File: src/rtl/serdiv_issue_ctrl_if.sv
// Issue-side, divider-side and writeback-side handshakes of serdiv_issue_ctrl.
// slave = the controller's view; master = the surrounding issue stage, divider and writeback consumer.
interface serdiv_issue_ctrl_if #(
  parameter int WIDTH         = 64,
  parameter int TRANS_ID_BITS = 3
);
  logic                     req_valid;
  logic                     req_ready;
  logic [TRANS_ID_BITS-1:0] req_id;
  logic [WIDTH-1:0]         req_op_a;
  logic [WIDTH-1:0]         req_op_b;
  logic [1:0]               req_opcode;

  logic                     div_vld;
  logic                     div_rdy;
  logic [TRANS_ID_BITS-1:0] div_id;
  logic [WIDTH-1:0]         div_op_a;
  logic [WIDTH-1:0]         div_op_b;
  logic [1:0]               div_opcode;

  logic                     div_out_vld;
  logic                     div_out_rdy;
  logic [TRANS_ID_BITS-1:0] div_res_id;
  logic [WIDTH-1:0]         div_res;

  logic                     wb_valid;
  logic                     wb_ready;
  logic [TRANS_ID_BITS-1:0] wb_id;
  logic [WIDTH-1:0]         wb_result;

  modport slave (
    input  req_valid, req_id, req_op_a, req_op_b, req_opcode,
    output req_ready,
    output div_vld, div_id, div_op_a, div_op_b, div_opcode,
    input  div_rdy,
    input  div_out_vld, div_res_id, div_res,
    output div_out_rdy,
    output wb_valid, wb_id, wb_result,
    input  wb_ready
  );

  modport master (
    output req_valid, req_id, req_op_a, req_op_b, req_opcode,
    input  req_ready,
    input  div_vld, div_id, div_op_a, div_op_b, div_opcode,
    output div_rdy,
    output div_out_vld, div_res_id, div_res,
    input  div_out_rdy,
    input  wb_valid, wb_id, wb_result,
    output wb_ready
  );
endinterface

File: src/rtl/serdiv_issue_ctrl.sv
// Serial-divider initiator: request queue, one-op-at-a-time launch FSM and a registered writeback slot.
// Optional SERDIV_ISSUE_FASTZERO_EN retires divide-by-zero ops without visiting the divider.
module serdiv_issue_ctrl #(
  parameter int WIDTH         = 64,
  parameter int DEPTH         = 2,
  parameter int TRANS_ID_BITS = 3
) (
  input  logic                  clk_i,
  input  logic                  rst_ni,
  input  logic                  flush_i,
  serdiv_issue_ctrl_if.slave    bus,
  output logic                  busy_o
);
  localparam int PTR_W = (DEPTH > 1) ? $clog2(DEPTH) : 1;
  localparam int CNT_W = $clog2(DEPTH + 1);

  typedef enum logic [0:0] {IDLE, WAIT_RES} state_t;

  typedef struct packed {
    logic [TRANS_ID_BITS-1:0] id;
    logic [WIDTH-1:0]         op_a;
    logic [WIDTH-1:0]         op_b;
    logic [1:0]               opcode;
  } entry_t;

  entry_t                   q_mem [DEPTH];
  entry_t                   head;
  logic [PTR_W-1:0]         wr_ptr_reg, rd_ptr_reg;
  logic [CNT_W-1:0]         count_reg, count_next;
  state_t                   state_reg, state_next;
  logic                     rdy_q_reg;
  logic                     wb_valid_reg, wb_valid_next;
  logic [TRANS_ID_BITS-1:0] wb_id_reg;
  logic [WIDTH-1:0]         wb_result_reg;

  logic empty, req_ready, push, pop, launch, res_hs, out_rdy;
  logic head_zero, fz_pop, load;
  logic [TRANS_ID_BITS-1:0] load_id;
  logic [WIDTH-1:0]         load_result;

  assign head      = q_mem[rd_ptr_reg];
  assign empty     = (count_reg == '0);
  assign req_ready = (count_reg != CNT_W'(DEPTH));
  assign push      = bus.req_valid & req_ready & ~flush_i;
  assign out_rdy   = ~wb_valid_reg | bus.wb_ready;
  assign res_hs    = bus.div_out_vld & out_rdy & ~flush_i;

`ifdef SERDIV_ISSUE_FASTZERO_EN
  // A zero divisor at the head is retired straight into the writeback slot, only from IDLE so order holds.
  assign head_zero = (head.op_b == '0);
  assign fz_pop    = (state_reg == IDLE) & ~empty & head_zero & out_rdy & ~bus.div_out_vld & ~flush_i;
`else
  assign head_zero = 1'b0;
  assign fz_pop    = 1'b0;
`endif

  always_comb begin
    state_next = state_reg;
    launch     = 1'b0;
    unique case (state_reg)
      IDLE: begin
        launch = ~empty & ~head_zero & rdy_q_reg & bus.div_rdy & ~flush_i;
        if (launch) state_next = WAIT_RES;
      end
      WAIT_RES: begin
        if (bus.div_out_vld & out_rdy) state_next = IDLE;
      end
      default: state_next = IDLE;
    endcase
    if (flush_i) state_next = IDLE;
  end

  assign pop = launch | fz_pop;

  always_comb begin
    count_next = count_reg;
    if (push & ~pop)      count_next = count_reg + 1'b1;
    else if (pop & ~push) count_next = count_reg - 1'b1;
  end

  // Divider results take precedence; the zero-divisor path only ever fires while nothing is in flight.
  assign load        = res_hs | fz_pop;
  assign load_id     = res_hs ? bus.div_res_id : head.id;
  assign load_result = res_hs ? bus.div_res : (head.opcode[1] ? head.op_a : '1);

  always_comb begin
    wb_valid_next = wb_valid_reg;
    if (flush_i)          wb_valid_next = 1'b0;
    else if (load)        wb_valid_next = 1'b1;
    else if (bus.wb_ready) wb_valid_next = 1'b0;
  end

  always_ff @(posedge clk_i) begin
    if (push) q_mem[wr_ptr_reg] <= '{bus.req_id, bus.req_op_a, bus.req_op_b, bus.req_opcode};
  end

  always_ff @(posedge clk_i or negedge rst_ni) begin
    if (!rst_ni) begin
      wr_ptr_reg    <= '0;
      rd_ptr_reg    <= '0;
      count_reg     <= '0;
      state_reg     <= IDLE;
      rdy_q_reg     <= 1'b0;
      wb_valid_reg  <= 1'b0;
      wb_id_reg     <= '0;
      wb_result_reg <= '0;
    end else begin
      state_reg    <= state_next;
      wb_valid_reg <= wb_valid_next;
      // rdy_q is dropped on launch so a second launch always waits for a fresh rdy sample.
      rdy_q_reg    <= bus.div_rdy & ~launch & ~flush_i;
      if (flush_i) begin
        wr_ptr_reg <= '0;
        rd_ptr_reg <= '0;
        count_reg  <= '0;
      end else begin
        count_reg <= count_next;
        if (push) wr_ptr_reg <= wr_ptr_reg + 1'b1;
        if (pop)  rd_ptr_reg <= rd_ptr_reg + 1'b1;
      end
      if (load) begin
        wb_id_reg     <= load_id;
        wb_result_reg <= load_result;
      end
    end
  end

  assign bus.req_ready   = req_ready;
  assign bus.div_vld     = launch;
  assign bus.div_id      = head.id;
  assign bus.div_op_a    = head.op_a;
  assign bus.div_op_b    = head.op_b;
  assign bus.div_opcode  = head.opcode;
  assign bus.div_out_rdy = out_rdy;
  assign bus.wb_valid    = wb_valid_reg;
  assign bus.wb_id       = wb_id_reg;
  assign bus.wb_result   = wb_result_reg;
  assign busy_o          = ~empty | (state_reg == WAIT_RES) | wb_valid_reg;
endmodule

File: src/flat_wrapper.sv
// flat-port wrapper written by rule: the top's interface ports become plain ports
module serdiv_issue_ctrl_flat 
#(
  parameter int WIDTH         = 64,
  parameter int DEPTH         = 2,
  parameter int TRANS_ID_BITS = 3
)
  (clk_i, rst_ni, flush_i, busy_o, bus_req_valid, bus_req_id, bus_req_op_a, bus_req_op_b, bus_req_opcode, bus_req_ready, bus_div_vld, bus_div_id, bus_div_op_a, bus_div_op_b, bus_div_opcode, bus_div_rdy, bus_div_out_vld, bus_div_res_id, bus_div_res, bus_div_out_rdy, bus_wb_valid, bus_wb_id, bus_wb_result, bus_wb_ready);
  serdiv_issue_ctrl_if #(.WIDTH(WIDTH), .TRANS_ID_BITS(TRANS_ID_BITS)) bus_i ();
  input  logic clk_i;
  input  logic rst_ni;
  input  logic flush_i;
  output logic busy_o;
  input wire logic [$bits(bus_i.req_valid)-1:0] bus_req_valid;
  input wire logic [$bits(bus_i.req_id)-1:0] bus_req_id;
  input wire logic [$bits(bus_i.req_op_a)-1:0] bus_req_op_a;
  input wire logic [$bits(bus_i.req_op_b)-1:0] bus_req_op_b;
  input wire logic [$bits(bus_i.req_opcode)-1:0] bus_req_opcode;
  output wire logic [$bits(bus_i.req_ready)-1:0] bus_req_ready;
  output wire logic [$bits(bus_i.div_vld)-1:0] bus_div_vld;
  output wire logic [$bits(bus_i.div_id)-1:0] bus_div_id;
  output wire logic [$bits(bus_i.div_op_a)-1:0] bus_div_op_a;
  output wire logic [$bits(bus_i.div_op_b)-1:0] bus_div_op_b;
  output wire logic [$bits(bus_i.div_opcode)-1:0] bus_div_opcode;
  input wire logic [$bits(bus_i.div_rdy)-1:0] bus_div_rdy;
  input wire logic [$bits(bus_i.div_out_vld)-1:0] bus_div_out_vld;
  input wire logic [$bits(bus_i.div_res_id)-1:0] bus_div_res_id;
  input wire logic [$bits(bus_i.div_res)-1:0] bus_div_res;
  output wire logic [$bits(bus_i.div_out_rdy)-1:0] bus_div_out_rdy;
  output wire logic [$bits(bus_i.wb_valid)-1:0] bus_wb_valid;
  output wire logic [$bits(bus_i.wb_id)-1:0] bus_wb_id;
  output wire logic [$bits(bus_i.wb_result)-1:0] bus_wb_result;
  input wire logic [$bits(bus_i.wb_ready)-1:0] bus_wb_ready;
  assign bus_i.req_valid = bus_req_valid;
  assign bus_i.req_id = bus_req_id;
  assign bus_i.req_op_a = bus_req_op_a;
  assign bus_i.req_op_b = bus_req_op_b;
  assign bus_i.req_opcode = bus_req_opcode;
  assign bus_req_ready = bus_i.req_ready;
  assign bus_div_vld = bus_i.div_vld;
  assign bus_div_id = bus_i.div_id;
  assign bus_div_op_a = bus_i.div_op_a;
  assign bus_div_op_b = bus_i.div_op_b;
  assign bus_div_opcode = bus_i.div_opcode;
  assign bus_i.div_rdy = bus_div_rdy;
  assign bus_i.div_out_vld = bus_div_out_vld;
  assign bus_i.div_res_id = bus_div_res_id;
  assign bus_i.div_res = bus_div_res;
  assign bus_div_out_rdy = bus_i.div_out_rdy;
  assign bus_wb_valid = bus_i.wb_valid;
  assign bus_wb_id = bus_i.wb_id;
  assign bus_wb_result = bus_i.wb_result;
  assign bus_i.wb_ready = bus_wb_ready;
  serdiv_issue_ctrl #(.WIDTH(WIDTH), .DEPTH(DEPTH), .TRANS_ID_BITS(TRANS_ID_BITS)) u_core (.clk_i(clk_i), .rst_ni(rst_ni), .flush_i(flush_i), .bus(bus_i), .busy_o(busy_o));
endmodule
File: config.mk
export PLATFORM = sky130hd
export DESIGN_NAME = serdiv_issue_ctrl_flat
export DESIGN_NICKNAME = d
export VERILOG_FILES = /design/src/rtl/serdiv_issue_ctrl_if.sv /design/src/rtl/serdiv_issue_ctrl.sv /design/src/flat_wrapper.sv
export SDC_FILE = /design/constraint.sdc
export NUM_CORES = 1
export LEC_CHECK = 0
export ABC_AREA = 1
export ABC_CLOCK_PERIOD_IN_PS = 12550
export BUFFER_PORTS_ARGS = -buffer_cell sky130_fd_sc_hd__buf_2
export CAP_MARGIN = 30
export CORE_AREA = 2 2 160 162
export CTS_BUF_LIST = sky130_fd_sc_hd__clkbuf_4
export CTS_CLUSTER_SIZE = 14
export DETAILED_ROUTE_END_ITERATION = 12
export DIE_AREA = 0 0 162 164
export GPL_TIMING_DRIVEN = 0
export PLACE_DENSITY = 0.86
export REMOVE_ABC_BUFFERS = 1
export SLEW_MARGIN = 25
export SYNTH_ARGS = -nofsm -noshare
export SYNTH_HDL_FRONTEND = slang
export SYNTH_SLANG_ARGS = --single-unit
File: constraint.sdc
create_clock -name clk_i -period 12.55 [get_ports clk_i]
set_input_delay 0.6275 -clock clk_i [delete_from_list [all_inputs] [get_ports clk_i]]
set_output_delay 0.6275 -clock clk_i [all_outputs]
set_load 0.02 [all_outputs]
==> reports/results.ini <==
[run_status]
status=completed

[place]
portBuffers=411
finalWeightedCongestion=0.7887
dp_hpwl_mm=21.38

[floorplanning]
initial_core_util_pct=52.76
num_io_pins=412
die_w_um=162
die_area_um2=26570
die_y_um=164
rows=58
core_area_um2=24820

[sta]
setup_viol=0
drv_slew=0
finalCritPeriodShare_pct=25.85
slew_headroom_pct=65.75
rsz0062_at_grt=no
fin_crit_ps=3244
worstMarginPinSlew_ps=512.5
hold_viol_final=0
fin_hold_ws_ps=145.0
tns_ps=0
finClkSkew_ps=51.47
fmax_mhz=308.3

[route]
drt-total-wl_mm=30.53
avgRoutedWirePerCell_um=16.01
via_count=9127
first_pass_iters=5
avgViaCountPerCell=4.786
drt.antenna.violating_nets=0
drcViolationCount=0
drt_iter0_drc=829

[critical_path]
required_ps=11920
endpoint_kind=output pin
crit_path_max_fanout=98
crit_type=flip-flop to output pin
r2r_cells=10
cp-start-kind=flip-flop
worstPathArrival_ps=2620
r2r_start=u_core.count_reg[0]
r2r_slack_ps=10120
regToRegEndpoint=u_core.q_mem[0][119]

[grt]
grt_max_degree=99
antenna_found_initial=10
top_usage_layer=met2
grt.total_usage_pct=22.59
grt_first_pass_wirelength_mm=46.10
grtUsageMet1_pct=24.31
grt_use_met2_pct=39.90
use_met3_pct=8.409
grt_pass1_vias=9122
grt-ovfl-total=0

[synthesis]
yosysMostFrequentCell=nand2_1
synth_top_cells_by_count=420 x nand2_1, 266 x edfxtp_1, 74 x dfrtp_1, 74 x inv_1, 64 x nand2_2
yosys_most_used_dff=edfxtp_1
synth.area.top_cells=edfxtp_1 61%, dfrtp_1 14%, nand2_1 12%
yosysWarnings=0
syn_area_per_cell_um2=12.71
synth_edf_count=266
ys_ff_latch=340
synth_cell_type_count=19
netlist.top_cell.by_area=edfxtp_1
syn_inst=1030
synthDominantCellAreaShare_pct=61.00
netlist_area_um2=13090
synth-seq-area-share_pct=75.15
async_flop_share_pct=21.76

[pwr]
combPwrFrac_pct=14.4
pwr-share-seq_pct=50.5
power.share.switching_pct=26.70
totalPowerFinal_uw=2632
vdd.ir_drop.worst_mv=0.09989
clockPowerShare_pct=35.2
power_leakage_uw=0.007898
intPower_uw=1929
p_per_area_nw_per_um2=155.1
net-switching-power_uw=702.8

[clock_tree]
tritoncts=built
insertion_delay_ps=660
htree_levels=3
root_buffer=clkbuf_4
postCtsSetupBuffers=0
cts_resized=0
clockBufferDepth=3
numCtsBuffers=81
path_clk_slew_ps=80
cts_sinks=340

[finish]
largest_reg_flops=266
seq_area_um2=9843
fillers=1742
area_growth_pct=29.58
multi_input_area_um2=2651
drive_gt1_share_pct=44.54
nets=1710

[run]
maxCapViolCount=0

[min_path]
min_path_type=input pin to flip-flop
holdPathStages=1
worstHoldEndpoint=u_core.q_mem[1][64]
min-delay-start=bus_req_op_b[62]

[power groups by stage]
stage               clock [uW]  sequential, uW  combinational [uW]
floorplan                    0            1400                 165
global placement             0            1370                 347
detailed placement           0            1350                 382
CTS                        954            1330                 384
global route              1010            1330                 409
finish                     925            1330                 378
[how the worst max path moves through the flow]
stage                                  from                  end  slack [ps]  cells after the start
after global placement              flush_i  u_core.q_mem[0][17]        2170                      4
after floorplan               bus_req_valid   u_core.q_mem[0][0]        5540                      4
after CTS                 u_core.rd_ptr_reg     bus_div_op_a[60]        9220                      6
after global routing      u_core.rd_ptr_reg     bus_div_op_a[60]        9160                      6
after detailed placement      bus_req_valid  u_core.q_mem[0][85]        9930                      9
final                     u_core.rd_ptr_reg     bus_div_op_a[60]        9310                      6
[cells by family after synthesis]
logic type	share of synthesized area [%]
compound gates	4.443
flops	75.15
buf+inv	4.720
simple gates	15.69
[metal layers]
layer	up-vias	routed length, um
met2	460	15950
met3	62	3176
met4	0	1014
met5	-	0
met1	4216	10380
li1	4389	-
[placed cells by master, fill, tap and decap left out, drive strengths merged]
cell type	count
nand2	484
buf	432
edfxtp	266
clkbuf	118
inv	78
dfrtp	74
o21ai	69
clkinv	24
diode	10
nand3	6
nor2	6
bufinv	3
clkinvlp	2
or3	1
o22ai	1
a21oi	1
nand4	1
dlygate4sd3	1
[what timing repair did]
item	CTS	global route
endpoints found under the setup margin	0	0
hold buffers	1	0
hold endpoints to repair	29	0
[stage by stage]
stage | std cells | setup WS, ps | cell area, um2 | utilization (%)
after detailed placement | 1749 | 9927 | 15830 | 63.78
after global placement | 1728 | 2172 | 15240 | 61.40
final | 1907 | 9306 | 16970 | 68.37
after CTS | 1897 | 9221 | 16940 | 68.26
after floorplan | 987 | 5543 | 12770 | -
after global routing | 1905 | 9165 | 16960 | 68.35
[layout make-up]
cell class              count  share of cell area, %
diodes                     10                 0.1475
inverters                  78                  1.770
clock buffers             118                  5.221
multi-input cells         569                  15.63
repair buffers            433                  15.52
well taps                 330                  2.433
clock inverters            29                  1.276
flip-flops and latches    340                  58.01
[critical path: stages (launching register included)]
cell	delay, ps
dfrtp_4	600
buf_16	220
inv_8	240
buf_16	310
nand2_1	110
nand2_1	120
buf_2	190
Power figures use the tool's default switching activity.
